**config.mk**
```make
export PLATFORM = sky130hd
export DESIGN_NAME = nmc_req_dispatch
export DESIGN_NICKNAME = d
export VERILOG_FILES = /design/src/rtl/nmc_req_dispatch.sv
export SDC_FILE = /design/constraint.sdc
export NUM_CORES = 1
export LEC_CHECK = 0
export ABC_AREA = 1
export ABC_CLOCK_PERIOD_IN_PS = 5200
export BUFFER_PORTS_ARGS = -buffer_cell sky130_fd_sc_hd__buf_2
export CAP_MARGIN = 20
export CORE_ASPECT_RATIO = 1.5
export CORE_MARGIN = 3
export CORE_UTILIZATION = 45
export DETAILED_ROUTE_END_ITERATION = 7
export PLACE_DENSITY = 0.78
export SYNTH_ARGS = -nofsm -noshare
export SYNTH_HDL_FRONTEND = slang
export SYNTH_SLANG_ARGS = --single-unit
```
**constraint.sdc**
```tcl
create_clock -name clk -period 5.2 [get_ports clk]
set_input_delay 0.52 -clock clk [delete_from_list [all_inputs] [get_ports clk]]
set_output_delay 0.52 -clock clk [all_outputs]
set_load 0.02 [all_outputs]
```
**src/rtl/nmc_req_dispatch.sv**
```systemverilog
// Host command dispatcher in front of nmc: splits commands into write/query FIFO pushes,
// tracks queries in flight against MAX_OUTSTAND and implements a fence that drains them.
module nmc_req_dispatch #(
  parameter int ADDR_WIDTH    = 8,
  parameter int ID_WIDTH      = 8,
  parameter int FEATURE_WIDTH = 32,
  parameter int RESULT_WIDTH  = 32,
  parameter int MAX_OUTSTAND  = 8,
  localparam int OW           = $clog2(MAX_OUTSTAND + 1)
) (
  input  logic                     clk,
  input  logic                     rst,
  input  logic                     cmd_valid,
  output logic                     cmd_ready,
  input  logic [1:0]               cmd_op,
  input  logic [ADDR_WIDTH-1:0]    cmd_wr_addr,
  input  logic [ID_WIDTH-1:0]      cmd_wr_id,
  input  logic [FEATURE_WIDTH-1:0] cmd_wr_feat,
  input  logic [RESULT_WIDTH-1:0]  cmd_wr_res,
  input  logic [ADDR_WIDTH-1:0]    cmd_qr_addr,
  input  logic [FEATURE_WIDTH-1:0] cmd_qr_feat,
  output logic                     nwr_push,
  output logic [ADDR_WIDTH-1:0]    nwr_addr,
  output logic [ID_WIDTH-1:0]      nwr_id,
  output logic [FEATURE_WIDTH-1:0] nwr_feat,
  output logic [RESULT_WIDTH-1:0]  nwr_res,
  input  logic                     nwr_full,
  output logic                     nqr_push,
  output logic [ADDR_WIDTH-1:0]    nqr_addr,
  output logic [FEATURE_WIDTH-1:0] nqr_feat,
  input  logic                     nqr_full,
  input  logic                     resp_valid,
  output logic [OW-1:0]            outstanding,
  output logic                     busy,
  output logic                     err_underflow
);

  typedef enum logic [1:0] {IDLE, ISSUE, FENCE} state_t;

  state_t                   state_q, state_d;
  logic [ADDR_WIDTH-1:0]    wr_addr_q, wr_addr_d;
  logic [ID_WIDTH-1:0]      wr_id_q, wr_id_d;
  logic [FEATURE_WIDTH-1:0] wr_feat_q, wr_feat_d;
  logic [RESULT_WIDTH-1:0]  wr_res_q, wr_res_d;
  logic [ADDR_WIDTH-1:0]    qr_addr_q, qr_addr_d;
  logic [FEATURE_WIDTH-1:0] qr_feat_q, qr_feat_d;
  logic                     wr_pend_q, wr_pend_d;
  logic                     qr_pend_q, qr_pend_d;
  logic [OW-1:0]            outst_q, outst_d;
  logic                     err_q, err_d;
  logic                     qr_room;

  always_ff @(posedge clk or posedge rst) begin
    if (rst) begin
      state_q   <= IDLE;
      wr_addr_q <= '0;
      wr_id_q   <= '0;
      wr_feat_q <= '0;
      wr_res_q  <= '0;
      qr_addr_q <= '0;
      qr_feat_q <= '0;
      wr_pend_q <= 1'b0;
      qr_pend_q <= 1'b0;
      outst_q   <= '0;
      err_q     <= 1'b0;
    end else begin
      state_q   <= state_d;
      wr_addr_q <= wr_addr_d;
      wr_id_q   <= wr_id_d;
      wr_feat_q <= wr_feat_d;
      wr_res_q  <= wr_res_d;
      qr_addr_q <= qr_addr_d;
      qr_feat_q <= qr_feat_d;
      wr_pend_q <= wr_pend_d;
      qr_pend_q <= qr_pend_d;
      outst_q   <= outst_d;
      err_q     <= err_d;
    end
  end

  assign qr_room = (outst_q < OW'(MAX_OUTSTAND));

  always_comb begin
    state_d   = state_q;
    wr_addr_d = wr_addr_q;
    wr_id_d   = wr_id_q;
    wr_feat_d = wr_feat_q;
    wr_res_d  = wr_res_q;
    qr_addr_d = qr_addr_q;
    qr_feat_d = qr_feat_q;
    wr_pend_d = wr_pend_q;
    qr_pend_d = qr_pend_q;
    cmd_ready = 1'b0;
    nwr_push  = 1'b0;
    nqr_push  = 1'b0;
    case (state_q)
      IDLE: begin
        cmd_ready = !rst;
        if (cmd_valid) begin
          wr_addr_d = cmd_wr_addr;
          wr_id_d   = cmd_wr_id;
          wr_feat_d = cmd_wr_feat;
          wr_res_d  = cmd_wr_res;
          qr_addr_d = cmd_qr_addr;
          qr_feat_d = cmd_qr_feat;
          wr_pend_d = cmd_op[0];
          qr_pend_d = cmd_op[1];
          state_d   = (cmd_op == 2'b00) ? FENCE : ISSUE;
        end
      end
      ISSUE: begin
        // Write and query sides drain independently; leave once both are done.
        nwr_push  = wr_pend_q & !nwr_full;
        nqr_push  = qr_pend_q & !nqr_full & qr_room;
        wr_pend_d = wr_pend_q & !nwr_push;
        qr_pend_d = qr_pend_q & !nqr_push;
        if (!wr_pend_d && !qr_pend_d) state_d = IDLE;
      end
      FENCE: begin
        if (outst_q == '0) state_d = IDLE;
      end
      default: state_d = IDLE;
    endcase
  end

  always_comb begin
    outst_d = outst_q;
    err_d   = err_q | (resp_valid & (outst_q == '0));
    // A response with nothing in flight is an error and must not wrap the counter.
    case ({nqr_push, resp_valid})
      2'b10:   outst_d = outst_q + OW'(1);
      2'b01:   if (outst_q != '0) outst_d = outst_q - OW'(1);
      default: outst_d = outst_q;
    endcase
  end

  assign nwr_addr      = wr_addr_q;
  assign nwr_id        = wr_id_q;
  assign nwr_feat      = wr_feat_q;
  assign nwr_res       = wr_res_q;
  assign nqr_addr      = qr_addr_q;
  assign nqr_feat      = qr_feat_q;
  assign outstanding   = outst_q;
  assign busy          = (state_q != IDLE);
  assign err_underflow = err_q;

endmodule

```
; ---- Word level (Yosys, flattened, before mapping)
; Index checks and enable logic that the tools add are counted.
[classes]
addsub = 2
magnitude_cmp = 1
n_eq_ne = 8
n_mux = 14
bitwise = 7
n_reduce_logical = 19
[ops]
columns = op, n
row1 = $mux W2, 4
row2 = $ne A2 B2 Y1 const B, 4
row3 = $pmux W4 S2, 1
row4 = $logic_not A1 Y1, 7
row5 = $and A1 B1 Y1, 6
row6 = $pmux W2 S3, 1
row7 = $reduce_and A2 Y1, 3
row8 = $reduce_bool A2 Y1, 3
row9 = $mux W1, 5
row10 = $add A4 B1 Y4 const B, 1
row11 = $eq A2 B1 Y1 const B, 2
row12 = $eq A2 B2 Y1 const B, 2
row13 = $logic_not A2 Y1, 2
row14 = $logic_not A4 Y1, 1
row15 = $lt A4 B4 Y1 const B, 1
row16 = $mux W4, 1
row17 = $pmux W1 S2, 2
row18 = $reduce_bool A4 Y1, 1
row19 = $sub A4 B1 Y4 const B, 1
row20 = $reduce_and A3 Y1, 1
row21 = $logic_and A1 B1 Y1, 1
row22 = $or A1 B1 Y1, 1
[totals]
reg_bits = 129
in_bits = 128
out_inout_bits = 129
elab_cells = 62

; ---- Logic depth before layout (Yosys ltp)
[logic_depth]
ltp_word = 9
depth_mapped = 12
mapped_depth_nobuf = 12

; ---- Worst setup path after synthesis
; OpenSTA, ideal clock, no wires.
[synth_timing]
kind = input to register
start = in nqr_full
end = reg outst_q[2] (netlist: outstanding[2])
t_arrival_ns = 1.525
required_time_ns = 5.123
setup_slack_ns = 3.598
cell_stages = 11
path_buffers = 0
cell_sequence = nor2_2 -> nand3_4 -> nand2_2 -> nand2_1 -> nand2_1 -> inv_2 -> ha_1 -> inv_1 -> nand2_1 -> xor2_1 -> a21oi_1
[synth_between]
elab_chain_cells = 7
[synth_lines]
columns = item, line
row1 = from (decl), 31  ; input logic nqr_full,
row2 = $logic_not A1 Y1 *, 114  ; nqr_push = qr_pend_q & !nqr_full & qr_room;
row3 = $and A1 B1 Y1 * (2 in a row), 114
row4 = $mux W1 *, 96  ; case (state_q)
row5 = $eq A2 B1 Y1 / $eq A2 B2 Y1 (equally long branches), 130  ; case ({nqr_push, resp_valid})
row6 = $ne A2 B2 Y1 (no line) / $reduce_bool A2 Y1 (equally long branches), n/a
row7 = $reduce_and A2 Y1 (no line), n/a
row8 = to (signal assigned), 76  ; outst_q <= outst_d;
row9 = to (decl), 49  ; logic [OW-1:0] outst_q, outst_d;
; Every way passes the cells marked *; elsewhere a longest branch is shown, timed or not.
; A chain may end at the register's enable or synchronous reset.

; ---- Worst setup path in the final report
[layout_timing]
start = reg state_q[1]
end = out cmd_ready
[layout_between]
elab_chain_cells = 2
[layout_lines]
columns = item, line
row1 = from (decl), 40  ; state_t state_q, state_d;
row2 = from (signal assigned), 67  ; state_q <= state_d;
row3 = $logic_not A2 Y1, 96
row4 = $mux W1, 96
row5 = to (decl), 14  ; output logic cmd_ready,
; No other way between the ends.

==> reports/qor.txt <==
Starting Density - 0.4697
peak fanout along the critical path - 3
Multi-input gate area - 1914 µm²
Worst EP arrival - 1.49 ns
routed vias/inst - 4.829
cells after synthesis - 332
pin count of the biggest net entering global routing - 124
Post-synth top cells - dfrtp_1 (129), mux2_4 (67), mux2_2 (53)
clock root cell - clkbuf_16
Buffers on Ports - 256
layout net count - 725
Routed Antenna Nets - 0
grt peak-use layer - met2
Power, Total - 0.005510 W
Final Cycle Share - 0.3874
row cnt - 47
Crit Path Class - reg2out
Congestion Overflow GR - 0
critical path, cell by cell - nor2_2 -> inv_1 -> nor2_1 -> buf_2
CP endpoint kind - primary output
PwrDens - 753.8 nW/µm²
top-level port count - 257
Clock power frac - 0.218
Critical Path Start - state_q[1]
LEAKAGE - 3.861 nW
Die Footprint - 13150 µm²
Vias - 3651
CP max-delay cell - dfrtp_1
Pint - 0.003424 W
number of CTS-inserted buffers - 17
Mapped Area - 5304 µm²
unrepaired setup endpoints after global routing - false
final WL - 12880 µm
Max IR drop VDD - 0.0003397 V
Synth Warn # - 0
core area - 11290 µm²
hold_buf cts - 0
RR Startpoint - state_q[1]
Synth Area in XOR/XNOR - 0.003303
Pre-antenna DRT Iters - 5
post-synth top area cell - dfrtp_1
final setup fails - 0
Yosys cell types - 25
Synth Area in Compound Gates - 0.01415
final hold violation count - 0
Area growth syn-to-layout - 37.82%
Simple-Gate Fraction of Synth Area - 0.03633
Slew @ Worst Pin - 0.9051 ns
Total GRT Usage - 0.2009
max-cap viol count - 0
CTS tree - built
Logic pwr share - 0.452
Tmin final - 2.015 ns
Iter 0 DRT Violations - 123
post-DR wirelength/cell - 17.04 µm
crit path launch type - flop
Hold Path Class - in2async
ys flop type - dfrtp_1
Chip Width - 94.64 µm
main combinational cell family by area after synthesis - multiplexers
Post-CTS Setup Bufs - 0
status - finished clean
Final GP Congestion - 0.8063
H-tree depth - 4
Yosys top cell area share - 0.6086
Async SR Flop Fraction - 1.000
sequential fraction of the synthesis area - 0.6086
FMAX - 0.4964 GHz
Net Sw Frac - 0.3786
dpl ws - 3.118 ns
syn nets - 461
syn_area_per_cell - 15.98 µm²
Max-Slew Margin vs Limit - 0.3966
number of global-route vias before repair - 3950
Final Worst Setup Slack - 3.185 ns
Filler cells - 879
first-pass GRT wire length - 20440 µm
Area contributors post-synth - dfrtp_1 (61%), mux2_4 (19%), mux2_2 (11%), buf_6 (1.7%), nand2_1 (1.2%)
Final Util - 0.6474
Data required, critical path - 4.68 ns
Final Skew - 0.007622 ns
share of cells above drive strength 1 - 0.6897
M3 GR Usage - 0.05537
Clock Sinks - 129
post-CTS sizing - 0
hpwl dp - 9403 µm
worst skew pair latency - 0.40 ns
Die Y - 139.0 µm
adder-cell share of the synthesized area - 0.002359
max-slew violations - 0
DRC - 0
Worst-path clk slew - 0.06 ns
post-route setup TNS - 0 ns
EDFF count, synth - 0
met2 track utilization from global routing - 0.3457
most common cell in the synthesized netlist - dfrtp_1
synthesized flop and latch total - 129
slowest stage delay, CP - 0.43 ns
Antenna Cells - 0
initial antenna violation count - 0
post-synthesis mux area share - 0.3022
met1 usage - 0.2227
Max Buffers Root-to-Sink - 2
Reg area - 3228 µm²
sequential share of power - 0.330
Psw - 0.002086 W
-- power groups by stage --
stage	registers [W]	clock network (W)	logic, W
after floorplan	0.00242	0	0.00112
after global placement	0.00179	0	0.00245
after detailed placement	0.00181	0	0.00252
after CTS	0.00182	0.00123	0.00252
after global routing	0.00188	0.00127	0.00264
final	0.00182	0.00120	0.00249
-- critical path, delay by kind of cell, from the launching register on --
kind | cells | cell delay [ns]
and+or+nand+nor | 2 | 0.38
buffers and inverters | 2 | 0.29
DFF | 1 | 0.43
-- layout make-up --
cell class,count,share of cell area
multi-input combinational,174,0.2619
clock inverter,12,0.02157
timing repair buffer,258,0.1801
clock buffer,20,0.06111
inverter,16,0.008559
tap,147,0.02516
sequential,129,0.4416
-- sequential cells by signal, summed over array words and instances (netlist names) --
register       flops
outstanding        4
nwr_id             8
err_underflow      1
wr_pend_q          1
nwr_addr           8
qr_pend_q          1
nwr_res           32
nqr_feat          32
nqr_addr           8
nwr_feat          32
state_q            2
-- layout by cell type, fill, tap and decap left out, types with 2 or more instances in the layout --
master / n
buf_2: 256
dfrtp_1: 129
mux2_4: 67
mux2_2: 53
nand2_1: 17
clkbuf_16: 17
inv_1: 12
nand3_1: 8
nor2_1: 6
inv_2: 3
a21oi_1: 3
o21ai_0: 3
bufinv_16: 3
clkinvlp_4: 3
nor2_2: 2
xor2_1: 2
o21ai_1: 2
clkinv_2: 2
clkinv_4: 2
clkbuf_1: 2
inv_6: 2
-- worst paths after layout --
kind,end,slack [ns],cells past startpoint
setup / recovery,cmd_ready,3.19,4
hold / removal,qr_pend_q,0.33,2
setup reg to reg,nwr_feat[31],3.32,4
hold reg to reg,err_underflow,0.49,1
max in group asynchronous,nwr_id[4],3.63,3
min in group clk,nqr_feat[4],0.34,2
-- logic make-up (layout without fill, tap and decap cells) --
group	Yosys count	after routing
DFF	129	129
and+or+nand+nor	39	39
adders and majority gates	1	1
xor gates and xnor gates	2	2
AOI/OAI and AO/OA	12	12
muxes	120	120
buffers and inverters	29	306
-- per-layer routing --
| metal | part of all wire | up-vias |
|---|---|---|
| li1 | - | 1674 |
| met3 | 0.074 | 29 |
| met5 | 0 | - |
| met4 | 0.031 | 0 |
| met2 | 0.55 | 166 |
| met1 | 0.35 | 1782 |
-- per-stage QoR --
step / instances / area (µm²) / hold slack, ns
global route: 756 / 7310 / 0.3268
floorplan: 332 / 5304 / 0.5155
global placement: 723 / 6678 / 0.4611
finish: 756 / 7310 / 0.3256
detailed placement: 723 / 6678 / 0.4878
CTS: 755 / 7282 / 0.3215
Power figures use the tool's default switching activity.
